`src/rtl/axis_byte_serializer.sv`:
```
// AXI-Stream word to byte serializer feeding the write side of an async byte FIFO.
// A one-word skid register keeps the byte stream gap-free across word boundaries.
module axis_byte_serializer #(
  parameter int LOGIC_SIZE = 32
) (
  input  logic                  m_axis_aclk,
  input  logic                  m_axis_reset_n,
  input  logic [LOGIC_SIZE-1:0] m_axis_tdata,
  input  logic                  m_axis_valid,
  output logic                  m_axis_ready,
  output logic [7:0]            o_to_fifo,
  input  logic                  w_full,
  output logic                  w_req,
  output logic                  o_busy
);

  localparam int NBYTES = LOGIC_SIZE / 8;
  localparam int CW     = $clog2(NBYTES);
  localparam logic [CW-1:0] LAST_IDX = CW'(NBYTES - 1);
  localparam logic [CW-1:0] CNT_ONE  = CW'(1);
  localparam logic [CW-1:0] CNT_ZERO = CW'(0);

  logic [LOGIC_SIZE-1:0] sh_data_r;
  logic [LOGIC_SIZE-1:0] pend_data_r;
  logic [CW-1:0]         cnt_r;
  logic                  busy_r;
  logic                  pend_valid_r;
  logic                  ready_r;

  logic [LOGIC_SIZE-1:0] sh_data_s;
  logic [LOGIC_SIZE-1:0] pend_data_s;
  logic [CW-1:0]         cnt_s;
  logic                  busy_s;
  logic                  pend_valid_s;
  logic                  w_req_s;
  logic                  last_s;
  logic                  accept_s;

  assign w_req_s  = busy_r && !w_full;
  assign last_s   = w_req_s && (cnt_r == LAST_IDX);
  assign accept_s = m_axis_valid && ready_r;

  // Next-state for the shift word, byte index and skid register.
  always_comb begin
    sh_data_s    = sh_data_r;
    pend_data_s  = pend_data_r;
    cnt_s        = cnt_r;
    busy_s       = busy_r;
    pend_valid_s = pend_valid_r;

    if (w_req_s) begin
      if (cnt_r != LAST_IDX) begin
        cnt_s = cnt_r + CNT_ONE;
      end else if (pend_valid_r) begin
        sh_data_s    = pend_data_r;
        cnt_s        = CNT_ZERO;
        pend_valid_s = 1'b0;
      end else if (accept_s) begin
        sh_data_s = m_axis_tdata;
        cnt_s     = CNT_ZERO;
      end else begin
        busy_s = 1'b0;
        cnt_s  = CNT_ZERO;
      end
    end else begin
      cnt_s = cnt_r;
    end

    // A word arriving while the last byte drains with an empty skid was loaded above.
    if (accept_s) begin
      if (!busy_r) begin
        sh_data_s = m_axis_tdata;
        cnt_s     = CNT_ZERO;
        busy_s    = 1'b1;
      end else if (last_s && !pend_valid_r) begin
        busy_s = 1'b1;
      end else begin
        pend_data_s  = m_axis_tdata;
        pend_valid_s = 1'b1;
      end
    end else begin
      pend_data_s = pend_data_r;
    end
  end

  // State registers with asynchronous active-low reset.
  always_ff @(posedge m_axis_aclk or negedge m_axis_reset_n) begin
    if (!m_axis_reset_n) begin
      sh_data_r    <= {LOGIC_SIZE{1'b0}};
      pend_data_r  <= {LOGIC_SIZE{1'b0}};
      cnt_r        <= CNT_ZERO;
      busy_r       <= 1'b0;
      pend_valid_r <= 1'b0;
      ready_r      <= 1'b0;
    end else begin
      sh_data_r    <= sh_data_s;
      pend_data_r  <= pend_data_s;
      cnt_r        <= cnt_s;
      busy_r       <= busy_s;
      pend_valid_r <= pend_valid_s;
      ready_r      <= !pend_valid_s;
    end
  end

  assign m_axis_ready = ready_r;
  assign w_req        = w_req_s;
  assign o_to_fifo    = sh_data_r[{cnt_r, 3'b000} +: 8];
  assign o_busy       = busy_r | pend_valid_r;

endmodule

```
`config.mk`:
```
export PLATFORM = sky130hd
export DESIGN_NAME = axis_byte_serializer
export DESIGN_NICKNAME = d
export VERILOG_FILES = /design/src/rtl/axis_byte_serializer.sv
export SDC_FILE = /design/constraint.sdc
export NUM_CORES = 1
export LEC_CHECK = 0
export ABC_AREA = 1
export CAP_MARGIN = 10
export CELL_PAD_IN_SITES_DETAIL_PLACEMENT = 0
export CELL_PAD_IN_SITES_GLOBAL_PLACEMENT = 2
export CORE_MARGIN = 5
export CORE_UTILIZATION = 28
export DETAILED_ROUTE_END_ITERATION = 16
export GPL_TIMING_DRIVEN = 0
export PLACE_DENSITY = 0.75
export REMOVE_ABC_BUFFERS = 1
export SETUP_SLACK_MARGIN = 0.4
export SYNTH_ARGS = -nofsm -noshare
export SYNTH_HDL_FRONTEND = slang
export SYNTH_SLANG_ARGS = --single-unit
```
`constraint.sdc`:
```
create_clock -name m_axis_aclk -period 1.5 [get_ports m_axis_aclk]
set_clock_uncertainty 0.2 [all_clocks]
set_input_delay 0.3 -clock m_axis_aclk [delete_from_list [all_inputs] [get_ports m_axis_aclk]]
set_output_delay 0.3 -clock m_axis_aclk [all_outputs]
set_load 0.05 [all_outputs]
```
[After elaboration in Yosys (flattened, before gate mapping)]
Index checks and enable logic that the tools add are counted.
Storage, ports and cells
  logic and storage cells: 42
  flip-flop bits (word level): 69
Cells by class
  add/sub/neg operators: 1
  shift operators: 1
  reductions and logical operators: 8
  muxes and demuxes: 22
  bitwise operators: 2
  eq/ne operators: 2
Operators by type and width (number)
  $mux W32: 6
  $shiftx A32 B6 Y8: 1
  $mux W1: 12
  $mux W2: 4
  $logic_and A1 B1 Y1: 4
  $logic_not A1 Y1: 3
  $reduce_and A3 Y1: 1
  $add A2 B1 Y2 const B: 1
  $eq A2 B2 Y1 const B: 1
  $ne A2 B2 Y1 const B: 1
  $not A1 Y1: 1
  $or A1 B1 Y1: 1

[Depth between registers and ports, before layout]
  depth in word-level cells: 8
  mapped depth: 9

[Least setup slack after synthesis]
OpenSTA, ideal clock, no wires.
  kind: reg2out
  start point: reg cnt_r[0]
  end point: out o_to_fifo[6]
  path slack: -0.723 ns
  arrival: 1.723 ns
  stages on the path, launching flop included: 5
  path through: dfrtp_1 clkbuf_1 clkbuf_1 o21ai_0 o22ai_1
On the way
  word-level cells in the longest chain between the ends: 1
RTL lines
  start: declaration: line 25  | logic [CW-1:0] cnt_r;
  start signal: assignment: line 98  | cnt_r <= cnt_s;
  $shiftx A32 B6 Y8: line 107  | assign o_to_fifo = sh_data_r[{cnt_r, 3'b000} +: 8];
  end: declaration: line 11  | output logic [7:0] o_to_fifo,
Every way passes these cells.

[Final worst setup path]
  start point: reg cnt_r[0]
  end point: out o_to_fifo[7]
The elaborated chain is that of the path after synthesis.

==> impl_metrics.py <==
metrics = {
    "placed_design": {
        "place_ws_ns": -1.79,
        "hpwlAfterDp_um": 6660,
        "place.gp.congestion": 0.724,
        "numPortBuffers": 46,
        "placedCellCount": 750,
        "place_area_mm2": 0.00451,
    },
    "setup_path": {
        "crit_type": "reg -> out",
        "critical_path.startpoint": "cnt_r[0]",
        "worst_r2r_startpoint": "cnt_r[1]",
        "cp_top_family": "flip-flops",
        "cp-start-kind": "flip-flop",
        "cp_slowest_cell": "dfrtp_4",
        "reg2reg_depth": 8,
        "reg2reg_to": "pend_data_r[8]",
        "cp_data_required_time_ns": 1.00,
        "worstPathCellList": "clkinvlp_4 -> buf_6 -> o21ai_2 -> o22ai_2 -> buf_6",
        "max_stage_delay_ns": 0.51,
        "worst_setup_path_end_kind": "output pin",
        "cp_common_cell": "buf_6",
        "worst-path-stages": 5,
        "endpoint": "o_to_fifo[7]",
        "critical_path.max_fanout": 5,
        "path_buf_inv": 3,
        "regToRegSetupSlack_ns": -0.45,
        "arrival_ns": 1.56,
    },
    "routing": {
        "routed_wl_um": 13500,
        "viasPerCell": 4.78,
        "num_vias": 3847,
        "dr.pass1.iters": 5,
        "drtIter0Drc": 345,
        "wire_per_inst_um": 16.7,
        "drc": 0,
        "ant_nets": 0,
    },
    "global_route": {
        "grt_overflow_total": 0,
        "antenna_found_initial": 0,
        "grtUsageTotal_pct": 16.8,
        "grt_pass1_wl_um": 20800,
        "grt_max_degree": 43,
        "grt_pass1_vias": 3586,
    },
    "timing": {
        "slew_violations": 0,
        "finalSetupViolCount": 80,
        "holdWs_ns": -0.303,
        "fin_ws_ns": -0.557,
        "timing.fmax_mhz": 486,
        "min_period_ns": 2.06,
        "rsz0062_at_grt": "true",
        "tns_ns": -27.67,
        "slew_headroom_pct": 66.7,
        "worstMarginPinSlew_ns": 0.499,
        "hold_viol": 27,
        "fin_crit_sh_pct": 137,
    },
    "power_and_ir_drop": {
        "intPower_w": 0.00716,
        "p_leak_nw": 2.68,
        "power.density_mw_per_mm2": 2400,
        "p_clk_share_pct": 15.9,
        "seqPwrFrac_pct": 26.2,
        "comb_power_share_pct": 57.9,
        "p_sw_share_pct": 45.6,
        "ir_drop_v": 0.00112,
        "p_switching_w": 0.00600,
    },
    "cts": {
        "cts_inserted_buffers": 9,
        "clock-root-buffer": "clkbuf_16",
        "cts_buffer_depth": 2,
        "clk_pin_slew_ns": 0.06,
        "clock_latency_ns": 0.34,
        "cts.sinks": 69,
        "htree_levels": 3,
        "cts_tree": "done",
    },
    "die": {
        "dieArea_mm2": 0.0162,
        "start_util_pct": 28.9,
        "die_h_um": 127,
        "ioPinCount": 47,
        "die_width_um": 127,
        "core_mm2": 0.0133,
        "std_cell_rows": 42,
    },
    "cells_and_area": {
        "layout-drive-gt1-share_pct": 18.0,
        "seq_area_mm2": 0.00174,
        "synthToLayoutAreaGrowth_pct": 42.2,
        "antenna_cells": 0,
        "fin_util_pct": 41.0,
        "nets": 660,
        "design_area_mm2": 0.00548,
        "finalNonFillerCells": 804,
        "multi_input_area_mm2": 0.00200,
        "n_fill_cell": 1357,
    },
    "synth": {
        "ys_ff_latch": 69,
        "postSynthAreaPerCell_um2": 6.91,
        "ys_top_cells_by_area": "dfrtp_1 45%, nand2_1 16%, nand3_1 8.4%",
        "netlist_top_cells_count": "167 x nand2_1, 85 x nor2_1, 69 x dfrtp_1, 65 x nand3_1, 40 x o21ai_0",
        "netlist_instances": 557,
        "yosysTopAreaCell": "dfrtp_1",
        "netlist_area_mm2": 0.00385,
        "synthFlopType": "dfrtp_1",
        "synth.most_common_cell": "nand2_1",
        "yosys_warnings": 0,
        "async_flop_share_pct": 100,
        "synth_seq_area_share_pct": 44.8,
        "yosys.area.top_type_share_pct": 44.8,
        "synth-edff-count": 0,
        "synth_cell_types": 21,
    },
    "min_path": {
        "worst_hold_path_type": "in -> async",
    },
    "status": {
        "violations": "hold timing, setup timing",
        "status": "complete, but fails checks",
    },
    "job": {
        "drv_cap": 0,
    },
}
worst min-delay path by stage:
stage	start	to	slack [ns]	cells after the start
after floorplan	m_axis_reset_n	busy_r	-0.20	0
after global placement	pend_data_r[31]	pend_data_r[31]	0.26	2
after detailed placement	m_axis_reset_n	pend_data_r[19]	0.07	1
after CTS	m_axis_reset_n	pend_data_r[19]	-0.29	1
after global routing	m_axis_reset_n	pend_data_r[19]	-0.28	1
final	m_axis_reset_n	pend_data_r[19]	-0.30	1
per-layer routing:
layer,vias to the layer above,track usage [%],routed length [um]
met1,1831,23.6,6370
li1,1895,-,-
met5,-,0,0
met4,0,3.97,198
met2,105,25.9,6080
met3,16,4.22,807
through the flow:
step	hold slack (ns)	power (W)
global route	-0.277	0.0142
detailed placement	0.0704	0.00927
floorplan	-0.196	0.00716
finish	-0.303	0.0132
global placement	0.257	0.00893
CTS	-0.295	0.0124
power groups by stage:
stage / combinational [W] / sequential, W / clock, W
2_1_floorplan: 0.00378 / 0.00338 / 0
4_1_cts: 0.00683 / 0.00341 / 0.00216
3_5_place_dp: 0.00574 / 0.00353 / 0
5_1_grt: 0.00840 / 0.00355 / 0.00223
3_3_place_gp: 0.00533 / 0.00360 / 0
6_report: 0.00762 / 0.00345 / 0.00210
logic make-up after synthesis:
logic type	share of synthesized area [%]
flip-flops	44.8
adder cells (fa/ha/maj)	0.325
AND/OR/NAND/NOR	38.8
buffers and inverters	7.70
AO/OA/AOI/OAI	8.38
cell usage in the layout, fill, tap and decap left out, drive strengths merged, types with 3 or more instances in the layout:
master         instances
o21ai                 50
clkinvlp               3
buf                   50
nand2                168
clkdlybuf4s50         33
inv                   41
a21oi                  3
dfrtp                 69
nand3                 67
o22ai                  8
or2                   30
nor2                  87
clkbuf                16
area by class of cell:
cell class	instances	share of cell area [%]
timing repair inverter	5	1.26
sequential	69	31.7
timing repair buffer	83	17.6
tap	176	4.02
clock buffer	16	5.32
multi-input combinational	415	36.5
inverter	40	3.52
repair_timing:
item                                    in CTS  in global routing
cloned                                       6                  1
hold endpoints to repair                    27                 27
endpoints found under the setup margin      80                 80
pin swaps                                   11                  7
buffers inserted                            22                  9
resized for setup                          113                 53
registers in the layout, indices dropped and copies added, names as in the netlist:
| register | count |
|---|---|
| m_axis_ready | 1 |
| pend_data_r | 32 |
| pend_valid_r | 1 |
| sh_data_r | 32 |
| cnt_r | 2 |
| busy_r | 1 |
Power figures use the tool's default switching activity.
